## src/rtl/mem_pkg.sv

```systemverilog
// Shared definitions for the byte-wide memory sequencer: funct3 encodings,
// FSM states, default array size and the load extension/decoding helpers.
package mem_pkg;

    localparam int MEM_BYTES_DEF = 1024;

    localparam logic [2:0] F3_B  = 3'd0;
    localparam logic [2:0] F3_H  = 3'd1;
    localparam logic [2:0] F3_W  = 3'd2;
    localparam logic [2:0] F3_BU = 3'd4;
    localparam logic [2:0] F3_HU = 3'd5;

    typedef enum logic [1:0] {
        IDLE   = 2'd0,
        ACCESS = 2'd1,
        RESP   = 2'd2
    } state_t;

    // Sign or zero extend the little-endian assembled load word.
    function automatic logic [31:0] load_extend(input logic [2:0] funct3, input logic [31:0] raw);
        logic [31:0] res;
        case (funct3)
            F3_B:    res = {{24{raw[7]}}, raw[7:0]};
            F3_H:    res = {{16{raw[15]}}, raw[15:0]};
            F3_BU:   res = {24'h0, raw[7:0]};
            F3_HU:   res = {16'h0, raw[15:0]};
            default: res = raw;
        endcase
        return res;
    endfunction

    // Value of the byte counter on the final access cycle (N-1).
    function automatic logic [1:0] last_cnt(input logic [2:0] funct3);
        logic [1:0] res;
        case (funct3)
            F3_H, F3_HU: res = 2'd1;
            F3_W:        res = 2'd3;
            default:     res = 2'd0;
        endcase
        return res;
    endfunction

    // Illegal funct3 for the direction, or an address not aligned to the size.
    function automatic logic req_error(input logic write, input logic [2:0] funct3,
                                       input logic [1:0] addr_lo);
        logic res;
        case (funct3)
            F3_B:        res = 1'b0;
            F3_BU:       res = write;
            F3_H:        res = addr_lo[0];
            F3_HU:       res = write | addr_lo[0];
            F3_W:        res = (addr_lo != 2'b00);
            default:     res = 1'b1;
        endcase
        return res;
    endfunction

endpackage

```

## src/rtl/byte_mem_sequencer.sv

```systemverilog
// Serialises one RISC-V load/store into 1/2/4 little-endian byte accesses on a
// byte-wide array and returns an extended load word with an error flag.
module byte_mem_sequencer
    import mem_pkg::*;
#(
    parameter int MEM_BYTES = MEM_BYTES_DEF
) (
    input  logic        clk,
    input  logic        rst_n,
    input  logic        req_valid,
    output logic        req_ready,
    input  logic        req_write,
    input  logic [2:0]  req_funct3,
    input  logic [31:0] req_addr,
    input  logic [31:0] req_wdata,
    output logic        rsp_valid,
    input  logic        rsp_ready,
    output logic [31:0] rsp_rdata,
    output logic        rsp_error,
    output logic        mem_write_enable,
    output logic [31:0] mem_address,
    output logic [7:0]  mem_data_in,
    input  logic [7:0]  mem_data_out
);

    localparam int AW = $clog2(MEM_BYTES);

    state_t         state_q, state_d;
    logic [1:0]     cnt_q, cnt_d;
    logic           write_q, write_d;
    logic [2:0]     f3_q, f3_d;
    logic [AW-1:0]  addr_q, addr_d;
    logic [31:0]    wdata_q, wdata_d;
    logic [31:0]    raw_q, raw_d;
    logic           err_q, err_d;

    logic [AW-1:0]  idx;
    logic [4:0]     lane;
    logic           unused_addr_bits;

    // Upper address bits fall outside the array and are deliberately dropped.
    assign unused_addr_bits = ^req_addr[31:AW];

    assign idx  = addr_q + AW'(cnt_q);
    assign lane = {cnt_q, 3'b000};

    always_ff @(posedge clk or negedge rst_n) begin
        if (!rst_n) begin
            state_q <= IDLE;
            cnt_q   <= 2'd0;
            write_q <= 1'b0;
            f3_q    <= 3'd0;
            addr_q  <= '0;
            wdata_q <= 32'h0;
            raw_q   <= 32'h0;
            err_q   <= 1'b0;
        end else begin
            state_q <= state_d;
            cnt_q   <= cnt_d;
            write_q <= write_d;
            f3_q    <= f3_d;
            addr_q  <= addr_d;
            wdata_q <= wdata_d;
            raw_q   <= raw_d;
            err_q   <= err_d;
        end
    end

    always_comb begin
        state_d          = state_q;
        cnt_d            = cnt_q;
        write_d          = write_q;
        f3_d             = f3_q;
        addr_d           = addr_q;
        wdata_d          = wdata_q;
        raw_d            = raw_q;
        err_d            = err_q;
        req_ready        = 1'b0;
        rsp_valid        = 1'b0;
        rsp_rdata        = 32'h0;
        rsp_error        = 1'b0;
        mem_write_enable = 1'b0;
        mem_address      = 32'h0;
        mem_data_in      = 8'h0;

        case (state_q)
            IDLE: begin
                req_ready = 1'b1;
                if (req_valid) begin
                    write_d = req_write;
                    f3_d    = req_funct3;
                    addr_d  = req_addr[AW-1:0];
                    wdata_d = req_wdata;
                    raw_d   = 32'h0;
                    cnt_d   = 2'd0;
                    err_d   = req_error(req_write, req_funct3, req_addr[1:0]);
                    state_d = err_d ? RESP : ACCESS;
                end
            end

            ACCESS: begin
                mem_address = {{(30-AW){1'b0}}, idx, 2'b00};
                if (write_q) begin
                    mem_write_enable = 1'b1;
                    mem_data_in      = wdata_q[lane +: 8];
                end else begin
                    raw_d[lane +: 8] = mem_data_out;
                end
                cnt_d = cnt_q + 2'd1;
                if (cnt_q == last_cnt(f3_q)) begin
                    state_d = RESP;
                end
            end

            RESP: begin
                rsp_valid = 1'b1;
                rsp_error = err_q;
                rsp_rdata = (err_q || write_q) ? 32'h0 : load_extend(f3_q, raw_q);
                if (rsp_ready) begin
                    state_d = IDLE;
                end
            end

            default: state_d = IDLE;
        endcase
    end

endmodule

```

## config.mk

```make
export PLATFORM = sky130hd
export DESIGN_NAME = byte_mem_sequencer
export DESIGN_NICKNAME = d
export VERILOG_FILES = /design/src/rtl/mem_pkg.sv /design/src/rtl/byte_mem_sequencer.sv
export SDC_FILE = /design/constraint.sdc
export NUM_CORES = 1
export LEC_CHECK = 0
export ABC_AREA = 1
export CAP_MARGIN = 40
export CORE_ASPECT_RATIO = 1.2
export CORE_UTILIZATION = 25
export CTS_CLUSTER_DIAMETER = 120
export DETAILED_ROUTE_END_ITERATION = 12
export SLEW_MARGIN = 20
export SYNTH_ARGS = -nofsm -noshare
export SYNTH_HDL_FRONTEND = slang
export SYNTH_SLANG_ARGS = --single-unit
export TNS_END_PERCENT = 50
```

## constraint.sdc

```tcl
create_clock -name clk -period 4.7 [get_ports clk]
set_input_delay 0.94 -clock clk [delete_from_list [all_inputs] [get_ports clk]]
set_output_delay 0.94 -clock clk [all_outputs]
set_load 0.01 [all_outputs]
```

==> results.md <==
- After detailed routing, the wire length on met1 is around 5300 microns.
- Counting I/O delays and the setup requirement, the final critical path takes 3.63 ns.
- The number of endpoints with negative hold slack in the final report is 0.
- After the last flow step, the layout net total stands at 730.
- The pre-CTS setup slack is ~1.4 ns.
- The detailed router finished its first iteration with ~190 violations.
- The setup path with the least slack is of type reg -> out.
- The kind of start point of the critical path is a flip-flop.
- The die is around 130 microns wide.
- Headroom to the max-slew limit came out at 0.506.
- Yosys printed 0 warnings.
- Setup repair after global routing left no endpoint under its margin.
- In this run the worst path has a maximum fanout of 20.
- The maximum vdd ir drop is between 0.2 and 0.25 mV.
- In this run, post-CTS hold repair placed 0 buffers.
- The proportion of total power due to net switching is 0.369.
- The total count of max-transition violations in the final report is 0.
- The y dimension of the die is ~150 microns.
- Including well taps, the total number of placed cells is 852.
- In this run, synthesis produced a sequential element count of 83.
- The library cells used most frequently in the layout, excluding fill and tap cells, are clkdlybuf4s50_1, nand2_1, nor2_1.
- The analysis attributes to net switching a power of 1130 uW.
- In the routed layout, each cell is associated on average with a via count of 4.34.
- Setup slack closes at between 1 and 1.5 ns.
- The final reports fail on design-rule violations.
- The clock skew after layout is approximately 0.011 ns.
- After synthesis, the mean cell area works out to between 8 and 9 sq um.
- For this run, the detailed router's first-pass iteration total came to 13.
- For the pin with the worst max-slew slack, the measured transition is between 0.7 and 0.8 ns.
- Across the run, the number of max-cap violations was 0.
- The proportion of power drawn by combinational gates is 0.374.
- For this design the ratio of total power to cell area is roughly 500 nW/um^2.
- After clock tree synthesis, the clock-pin slew on the worst setup and hold paths is ~0.070 ns.
- The data arrival time at the worst-slack endpoint is about 2.7 ns.
- Summing every instance area after synthesis gives between 4000 and 5000 sq um.
- The count of inserted antenna diode cells is 0.
- The worst setup path is captured at an output port.
- The wire length of the first global-routing pass is about 19000 microns.
- The CTS sink count is 83.
- The clock passes through at most 2 buffers.
- The initial utilization of the core area, before any placement, comes to 0.258.
- At the worst endpoint, the required time is about 3.8 ns.
- The reg-to-reg critical path endpoint is raw_q[0].
- After detailed routing, the average wire length per cell comes to approximately 14 microns.
- Entering global routing, the biggest net connects 47 pins.
- For hold timing, the worst endpoint is raw_q[21].
- The flow ran to the end, but the final reports show violations.
- After synthesis, the netlist uses 33 different library cells.
- The share of the yosys chip area belonging to registers is 0.455.
- The via count of the first global-routing pass was roughly 3700.
- In this run, post-CTS repair resized a total of 0 instances.
- The depth of the worst register-to-register path is 8.
- The detailed route wirelength on metal3 is between 500 and 600 microns.
- The floorplan step defined a core boundary enclosing approximately 18000 sq um.
- At the end of routability-driven placement, the weighted congestion stood at ~0.76.
- For the final routed database, the setup TNS stands at 0 ns.
- TritonCTS built the clock tree.
- The top achievable clock speed is between 200 and 300 MHz.
- The overall routing resource usage is 0.133.
- The count of boundary I/O pins is 156.
- The total setup buffers inserted after CTS is 0.
- The worst-skew pair later-pin latency is roughly 0.35 ns.
- The share of final-layout standard cells stronger than drive strength 1 is 0.136.
- For this run, design rule violations remaining after detail routing come to 12.
- The routed length on met2 is slightly below 6000 microns.
- Buffers inserted during clock tree synthesis total 9.
- Signal routing reaches up to met4.
- The share of power burned in registers is 0.364.
- Of the total power, the clock network draws 0.262.
- The number of antenna violations at the first check in global routing is 0.
- The leakage component of the power is 0.00259 uW.
- The slack of the worst reg-to-reg path is 1.88 ns.
- The overall die area is 18800 sq um.
- The post-synthesis cell count is ~540.
- The worst hold path was traced through 2 stages.
- The post-detailed-routing wire length is 11800 microns.
- In this run the critical register-to-register path is launched from cnt_q[0].
- The final cycle utilization of the critical path is 0.773.
- Compared with the post-synthesis result, the final layout area differs by 34.3%.
- The global-route congestion overflow total is 0.
- In this run the most critical hold path is launched from raw_q[21].
- In this run the worst hold path is classified as reg -> reg.
- The final setup violation count is 0.
- The finished layout holds 868 standard cells, fillers aside.
- The cell sitting at the root of the clock tree is a clkbuf_16.
- The clock tree synthesis step divided the H-tree into 3 levels.
- The HPWL after detailed placement is a little under 9000 microns.
- The detail route stage leaves a number of antenna-violating nets equal to 0.
- The total via count after detailed routing is 3764.
- The count of buffers from port buffering is about 110.
- Row generation in the floorplan step produced 53 rows.
- The cell-internal power is just under 2000 uW.
- The most common library cell in the layout ignoring fill and taps is clkdlybuf4s50_1.
[flip-flops by register name, indices dropped and copies added (netlist names)]
register  flops
raw_q        32
wdata_q      32
addr_q       10
f3_q          3
cnt_q         2
state_q       2
err_q         1
write_q       1
[critical path, cell delays in order (launching register included)]
cell and delay, ns:
dfrtp_1 0.40, inv_1 0.06, buf_4 0.23, nand2_1 0.28, nor3_4 0.44, o21bai_4 0.21
nor2_1 0.17, clkdlybuf4s50_1 0.55
[power groups by stage]
stage | sequential, uW | combinational, uW | clock, uW
final | 1110 | 1140 | 800
after global routing | 1140 | 1300 | 855
after CTS | 1120 | 1170 | 822
after detailed placement | 1130 | 1160 | 0
after global placement | 1120 | 1150 | 0
after floorplan | 1060 | 901 | 0
[kinds of logic after synthesis]
logic type,Yosys count,share of synthesized area
flip-flops,83,0.455
adder cells (fa/ha/maj),7,0.0208
buffers and inverters,73,0.0877
AND/OR/NAND/NOR,245,0.223
multiplexers,38,0.0937
AO/OA/AOI/OAI,92,0.119
other,1,0.000821
[synthesized netlist by cell type (all sizes together)]
| cell type | count | area, sq um |
|---|---|---|
| or2 | 1 | 6.26 |
| ha | 6 | 75.1 |
| nor3 | 5 | 47.5 |
| conb | 1 | 3.75 |
| inv | 26 | 97.6 |
| nand4 | 1 | 6.26 |
| clkbuf | 5 | 18.8 |
| fa | 1 | 20.0 |
| dfrtp | 83 | 2080 |
| a21oi | 27 | 146 |
| mux2 | 38 | 428 |
| and2 | 1 | 6.26 |
| clkinv | 3 | 12.5 |
| nor2 | 110 | 438 |
| o21ai | 64 | 380 |
| o21bai | 1 | 18.8 |
| buf | 39 | 272 |
| nand3 | 19 | 95.1 |
| nand2 | 108 | 418 |
[per-stage QoR]
step / hold WS (ns) / utilization / power (uW) / cell area [sq um]
6_report: 0.490 / 0.346 / 3050 / 6130
3_3_place_gp: 0.468 / 0.326 / 2270 / 5770
3_5_place_dp: 0.475 / 0.327 / 2290 / 5800
2_1_floorplan: 0.453 / - / 1970 / 4650
5_1_grt: 0.507 / 0.346 / 3300 / 6130
4_1_cts: 0.493 / 0.346 / 3100 / 6130
[layer usage]
layer  global-route usage  vias to the layer above
li1                     -                     1918
met1                0.166                     1732
met2                0.225                      102
met3               0.0272                       12
met4               0.0530                        0
met5                    0                        -
[how the worst max path moves through the flow]
stage | cells past startpoint | to | start
after floorplan | 7 | mem_address[8] | cnt_q[0]
after global placement | 7 | rsp_rdata[25] | f3_q[1]
after detailed placement | 7 | rsp_rdata[25] | f3_q[1]
after CTS | 7 | rsp_rdata[25] | f3_q[1]
after global routing | 7 | rsp_rdata[25] | f3_q[1]
final | 7 | rsp_rdata[25] | f3_q[1]
[cell type report]
type | count | area [sq um]
Fill cell | 1831 | 11600
Multi-Input combinational cell | 404 | 2170
Sequential cell | 83 | 2080
Timing Repair Buffer | 116 | 1170
Tap cell | 220 | 275
Clock buffer | 11 | 253
Inverter | 29 | 110
Clock inverter | 5 | 85.1
No activity file was read; power rests on OpenSTA's default activity.
